[src/rtl/line_window_ctrl.sv]
// Sequencer for the 3x3 line-buffer window of the mean filter: accepts a raster pixel stream,
// strobes the buffer, tracks window centre/border and flushes the tail. Option: LWC_FEEDBACK_EN.
module line_window_ctrl #(
  parameter int IMG_W = 256,
  parameter int IMG_H = 256,
  parameter int CW    = 12
) (
  input  logic          clk,
  input  logic          rst,
  input  logic          start,
  input  logic          in_valid,
  output logic          in_ready,
  output logic          shift_en,
  output logic          pad_zero,
  output logic          win_valid,
  output logic [CW-1:0] ctr_col,
  output logic [CW-1:0] ctr_row,
  output logic          border,
  output logic          feed_sel,
  output logic          busy,
  output logic          frame_done,
  output logic [1:0]    state_dbg
);

  // Handshake: a pixel moves when in_valid & in_ready in the same cycle; in_ready never
  // depends on in_valid, and the source must hold its pixel until it is accepted.

  typedef enum logic [1:0] {
    IDLE  = 2'd0,
    FILL  = 2'd1,
    RUN   = 2'd2,
    FLUSH = 2'd3
  } state_t;

  localparam logic [CW-1:0] COL_LAST = CW'(IMG_W - 1);
  localparam logic [CW-1:0] ROW_LAST = CW'(IMG_H - 1);
  localparam logic [CW-1:0] ROW_END  = CW'(IMG_H + 1);
  localparam logic [CW-1:0] ONE      = CW'(1);
  localparam logic [CW-1:0] TWO      = CW'(2);

  state_t        state;
  state_t        state_next;
  logic [CW-1:0] in_col;
  logic [CW-1:0] in_row;
  logic          accept;
  logic          col_wrap;
  logic          last_flush;
  logic          window_hit;
  logic [CW-1:0] c_col;
  logic [CW-1:0] c_row;
  logic          c_border;

  assign state_dbg = state;
  assign busy      = (state != IDLE);
  assign col_wrap  = (in_col == COL_LAST);
  // Flush shifts run k = IMG_W*IMG_H .. IMG_W*(IMG_H+1); only the last lands on row IMG_H+1.
  assign last_flush = (state == FLUSH) && (in_row == ROW_END);

  always_comb begin
    state_next = state;
    in_ready   = 1'b0;
    pad_zero   = 1'b0;
    case (state)
      IDLE: begin
        if (start) state_next = FILL;
      end
      FILL: begin
        in_ready = 1'b1;
        if (in_valid && (in_row == TWO) && (in_col == ONE)) state_next = RUN;
      end
      RUN: begin
        in_ready = 1'b1;
        if (in_valid && (in_row == ROW_LAST) && col_wrap) state_next = FLUSH;
      end
      FLUSH: begin
        pad_zero = 1'b1;
        if (last_flush) state_next = IDLE;
      end
      default: state_next = IDLE;
    endcase
  end

  assign accept     = in_valid & in_ready;
  assign shift_en   = accept | pad_zero;
  assign window_hit = shift_en && ((state == RUN) || (state == FLUSH));

  // Centre trails the incoming pixel by IMG_W+1 positions.
  always_comb begin
    c_col = in_col - ONE;
    c_row = in_row - ONE;
    if (in_col == '0) begin
      c_col = COL_LAST;
      c_row = in_row - TWO;
    end
    c_border = (c_col == '0) || (c_col == COL_LAST) || (c_row == '0) || (c_row == ROW_LAST);
  end

  always_ff @(posedge clk) begin
    if (rst) begin
      state <= IDLE;
    end else begin
      state <= state_next;
    end
  end

  // Counters sit at zero while idle so a new frame always starts from pixel 0.
  always_ff @(posedge clk) begin
    if (rst || (state == IDLE)) begin
      in_col <= '0;
      in_row <= '0;
    end else if (shift_en) begin
      if (col_wrap) begin
        in_col <= '0;
        in_row <= in_row + ONE;
      end else begin
        in_col <= in_col + ONE;
      end
    end
  end

  always_ff @(posedge clk) begin
    if (rst) begin
      win_valid  <= 1'b0;
      border     <= 1'b0;
      frame_done <= 1'b0;
      ctr_col    <= '0;
      ctr_row    <= '0;
    end else begin
      win_valid  <= window_hit;
      border     <= window_hit & c_border;
      frame_done <= last_flush;
      if (window_hit) begin
        ctr_col <= c_col;
        ctr_row <= c_row;
      end
    end
  end

`ifdef LWC_FEEDBACK_EN
  // Only interior centres take the filtered value back into the centre-row tap.
  always_ff @(posedge clk) begin
    if (rst) begin
      feed_sel <= 1'b0;
    end else begin
      feed_sel <= window_hit & ~c_border;
    end
  end
`else
  assign feed_sel = 1'b0;
`endif

endmodule

[config.mk]
export PLATFORM = sky130hd
export DESIGN_NAME = line_window_ctrl
export DESIGN_NICKNAME = d
export VERILOG_FILES = /design/src/rtl/line_window_ctrl.sv
export SDC_FILE = /design/constraint.sdc
export NUM_CORES = 1
export LEC_CHECK = 0
export CAP_MARGIN = 40
export CORE_UTILIZATION = 56
export CTS_CLUSTER_DIAMETER = 80
export DETAILED_ROUTE_END_ITERATION = 10
export PLACE_DENSITY = 0.8
export SYNTH_ARGS = -nofsm -noshare
export SYNTH_HDL_FRONTEND = slang
export SYNTH_SLANG_ARGS = --single-unit
[constraint.sdc]
create_clock -name clk -period 3.85 [get_ports clk]
set_clock_uncertainty 0.2 [all_clocks]
set_input_delay 0.385 -clock clk [delete_from_list [all_inputs] [get_ports clk]]
set_output_delay 0.385 -clock clk [all_outputs]
set_load 0.005 [all_outputs]
==> impl_metrics.csv <==
group,metric,value,unit
setup_path,crit_required,3.26,ns
logic_synthesis,syn-num-nets,426,
logic_synthesis,synth_top_area_share,32.3,%
routing,ant_nets,0,
floorplan,core_area,5570,um2
logic_synthesis,synthArstFlopShare,0,%
layout,fin_cells,488,
power,power_density,442,nW/um2
cts,post_cts_buffers,0,
sta,min_period,2.97,ns
logic_synthesis,synth_compound_area_share,15.3,%
setup_path,cp-start-kind,"register",
logic_synthesis,synth-seq-cells,53,
logic_synthesis,synth_area_leaders,"dfxtp_1 (32%), nor2_1 (7.3%), xor2_1 (5.9%)",
placement,port_buffers,36,
sta,fmax,337,MHz
placement,dp_hpwl,5870,um
sta,rsz0062_at_grt,"false",
logic_synthesis,synth_top_cell_by_area,"dfxtp_1",
logic_synthesis,synth_area,3290,um2
run_status,outcome,"completed",
sta,timing.final.crit_share,77.2,%
sta,worstMarginPinSlew,0.651,ns
layout,drive_above_1_share,5.53,%
cts,postCtsHoldBufs,0,
routing,wirelength,7910,um
setup_path,worstSetupEndpointType,"output pin",
global_route,first_global_vias,2529,
logic_synthesis,yosys_warnings,0,
global_route,grt_pass1_wl,13200,um
routing,vias,2916,
logic_synthesis,synth_mux_area_share,0.913,%
sta,slew_headroom,56.6,%
placement,dpl-instance-area,3570,um2
routing,first_iter_violations,282,
logic_synthesis,synth_xor_area_share,10.1,%
sta,slew_violations,0,
cts,clock-sinks,53,
floorplan,dieHeight,78.6,um
logic_synthesis,yosys.area_share.simple,28.8,%
logic_synthesis,ys.flop_type,"dfxtp_1",
global_route,grt-ovfl-total,0,
logic_synthesis,synth_top_family_by_area,"simple AND/OR/NAND/NOR gates",
sta,fin_tns_setup,0,ns
layout,syn_to_final_growth,12.8,%
layout,fillers,502,
floorplan,die-area,6180,um2
sta,final_hold_viol_count,0,
cts,clockBufferDepth,2,
cts,cts_root_buf,"clkbuf_8",
cts,cts_inserted_buffers,5,
cts,insertion_delay,0.32,ns
power,worst_ir_drop_vdd,291,uV
logic_synthesis,synth.distinct_cells,54,
floorplan,die_x,78.6,um
layout,layout.nets,434,
routing,drc_errors,0,
layout,fin_util,66.5,%
logic_synthesis,synth-seq-area-share,32.3,%
logic_synthesis,synth_fa_ha_area_share,5.71,%
cts,htreeDepth,2,
cts,ctsResizeCount,0,
logic_synthesis,synth_edf_count,0,
logic_synthesis,syn_area_per_cell,8.08,um2
setup_path,worstSetupPathType,"reg -> out",
run,drv_cap,0,
layout,design_area,3710,um2
cts,cts_tree,"yes",
global_route,antenna_found_initial,0,
global_route,grtUsageTotal,27.3,%
hold_path,hold_class,"reg -> reg",
layout,antenna_cells,0,
setup_path,cp_max_fo,9,
cts,path_clk_slew,0.10,ns
placement,dp_cells,480,
floorplan,rows,27,
floorplan,io_pins,38,
routing,first_pass_iters,6,
setup_path,cp_data_arrival_time,2.39,ns
logic_synthesis,syn_inst,407,
sta,finalSetupViolCount,0,
power,p_leak,0.00138,uW
global_route,grt_max_degree,35,
floorplan,start_util,59.0,%
routing,via_per_inst,5.98,
placement,gp_congestion,0.940,
routing,wl_per_cell,16.2,um
layer usage:
layer  part of all wire, %  vias up  wire, um  GRT usage (%)
met2                    44      120      3480           39.7
met3                   6.7       12       530           4.42
met1                    48     1342      3770           40.8
met4                   1.6        0       124           7.78
li1                      -     1442         -              -
met5                     0        -         0              0
Yosys cell counts (all sizes together) (3+ instances only):
library cell   n
nor2          64
dfxtp         53
nand2         33
clkbuf        23
xor2          22
nand3         18
xnor2         16
ha            15
buf           14
nor3          14
a21oi         11
inv           11
nand4         11
a211oi        10
nor4           9
a311oi         8
a22oi          6
and3           5
nand2b         5
o211ai         5
or4            5
o21ai          4
or3            4
a31oi          3
and4           3
mux2i          3
nor4b          3
or2            3
critical path, cell delays in order, from the launching register on:
cell	delay, ns
dfxtp_1	0.39
inv_1	0.09
ha_1	0.38
a21oi_1	0.34
clkinv_1	0.33
clkdlybuf4s50_1	0.53
cells in the final DEF, fill, tap and decap left out, types with 3 or more instances in the layout:
master	count
a22oi_1	6
nor4_1	7
o211ai_1	5
clkbuf_8	5
o21ai_0	4
clkdlybuf4s50_1	36
and4_1	3
a311oi_1	8
nand2_1	33
nand2b_1	5
or3_1	4
a21oi_1	11
nor4b_1	3
a211oi_1	9
and3_1	5
dfxtp_1	53
nand4_1	11
xnor2_1	16
xor2_1	22
mux2i_1	3
inv_1	11
ha_1	15
or2_2	3
nor2_1	64
or4_1	4
nor3_1	12
a31oi_1	3
nand3_1	18
flip-flops by register name (all words and copies together) (netlist names):
register	count
win_valid	1
in_row	12
state_dbg	2
frame_done	1
ctr_row	12
border	1
in_col	12
ctr_col	12
final cells by class:
type                       count  area (um2)  area share [%]
multi-input combinational    305        2000            54.0
timing repair buffer          38         375            10.1
inverter                      12        45.0            1.21
sequential                    53        1060            28.6
clock inverter                 3        65.1            1.75
tap                           72        90.1            2.43
clock buffer                   5        68.8            1.86
power by group:
part	switching, uW	internal [uW]	total (uW)
registers	37.2	603	640
logic	290	261	551
clock network	191	258	449
cells by family (layout without fill, tap and decap cells):
kind of cell             Yosys count  after routing
AO/OA/AOI/OAI                     64             64
XOR/XNOR                          38             38
adder cells (fa/ha/maj)           15             15
buffers and inverters             49             58
flip-flops                        53             53
multiplexers                       3              3
other                              1              1
AND/OR/NAND/NOR                  184            184
through the flow:
| step | power, uW | setup WS, ns | hold slack (ns) |
|---|---|---|---|
| 6_report | 1640 | 0.879 | 0.261 |
| 5_1_grt | 1740 | 0.659 | 0.282 |
| 4_1_cts | 1640 | 0.888 | 0.266 |
| 3_5_place_dp | 1200 | 0.926 | 0.253 |
| 3_3_place_gp | 1190 | 1.02 | 0.238 |
| 2_1_floorplan | 972 | 1.18 | 0.248 |
worst paths after layout:
path / depth (start not counted) / endpoint / slack, ns / start
max: 5 / shift_en / 0.88 / state_dbg[0]$_SDFFE_PP0P_
min: 2 / ctr_col[11]$_SDFFE_PP0P_ / 0.26 / ctr_col[11]$_SDFFE_PP0P_
max reg2reg: 6 / state_dbg[0]$_SDFFE_PP0P_ / 0.94 / in_col[8]$_SDFFE_PP0N_
min reg2reg: 2 / ctr_col[11]$_SDFFE_PP0P_ / 0.26 / ctr_col[11]$_SDFFE_PP0P_
Note: power is estimated with default switching activity, not from simulation.
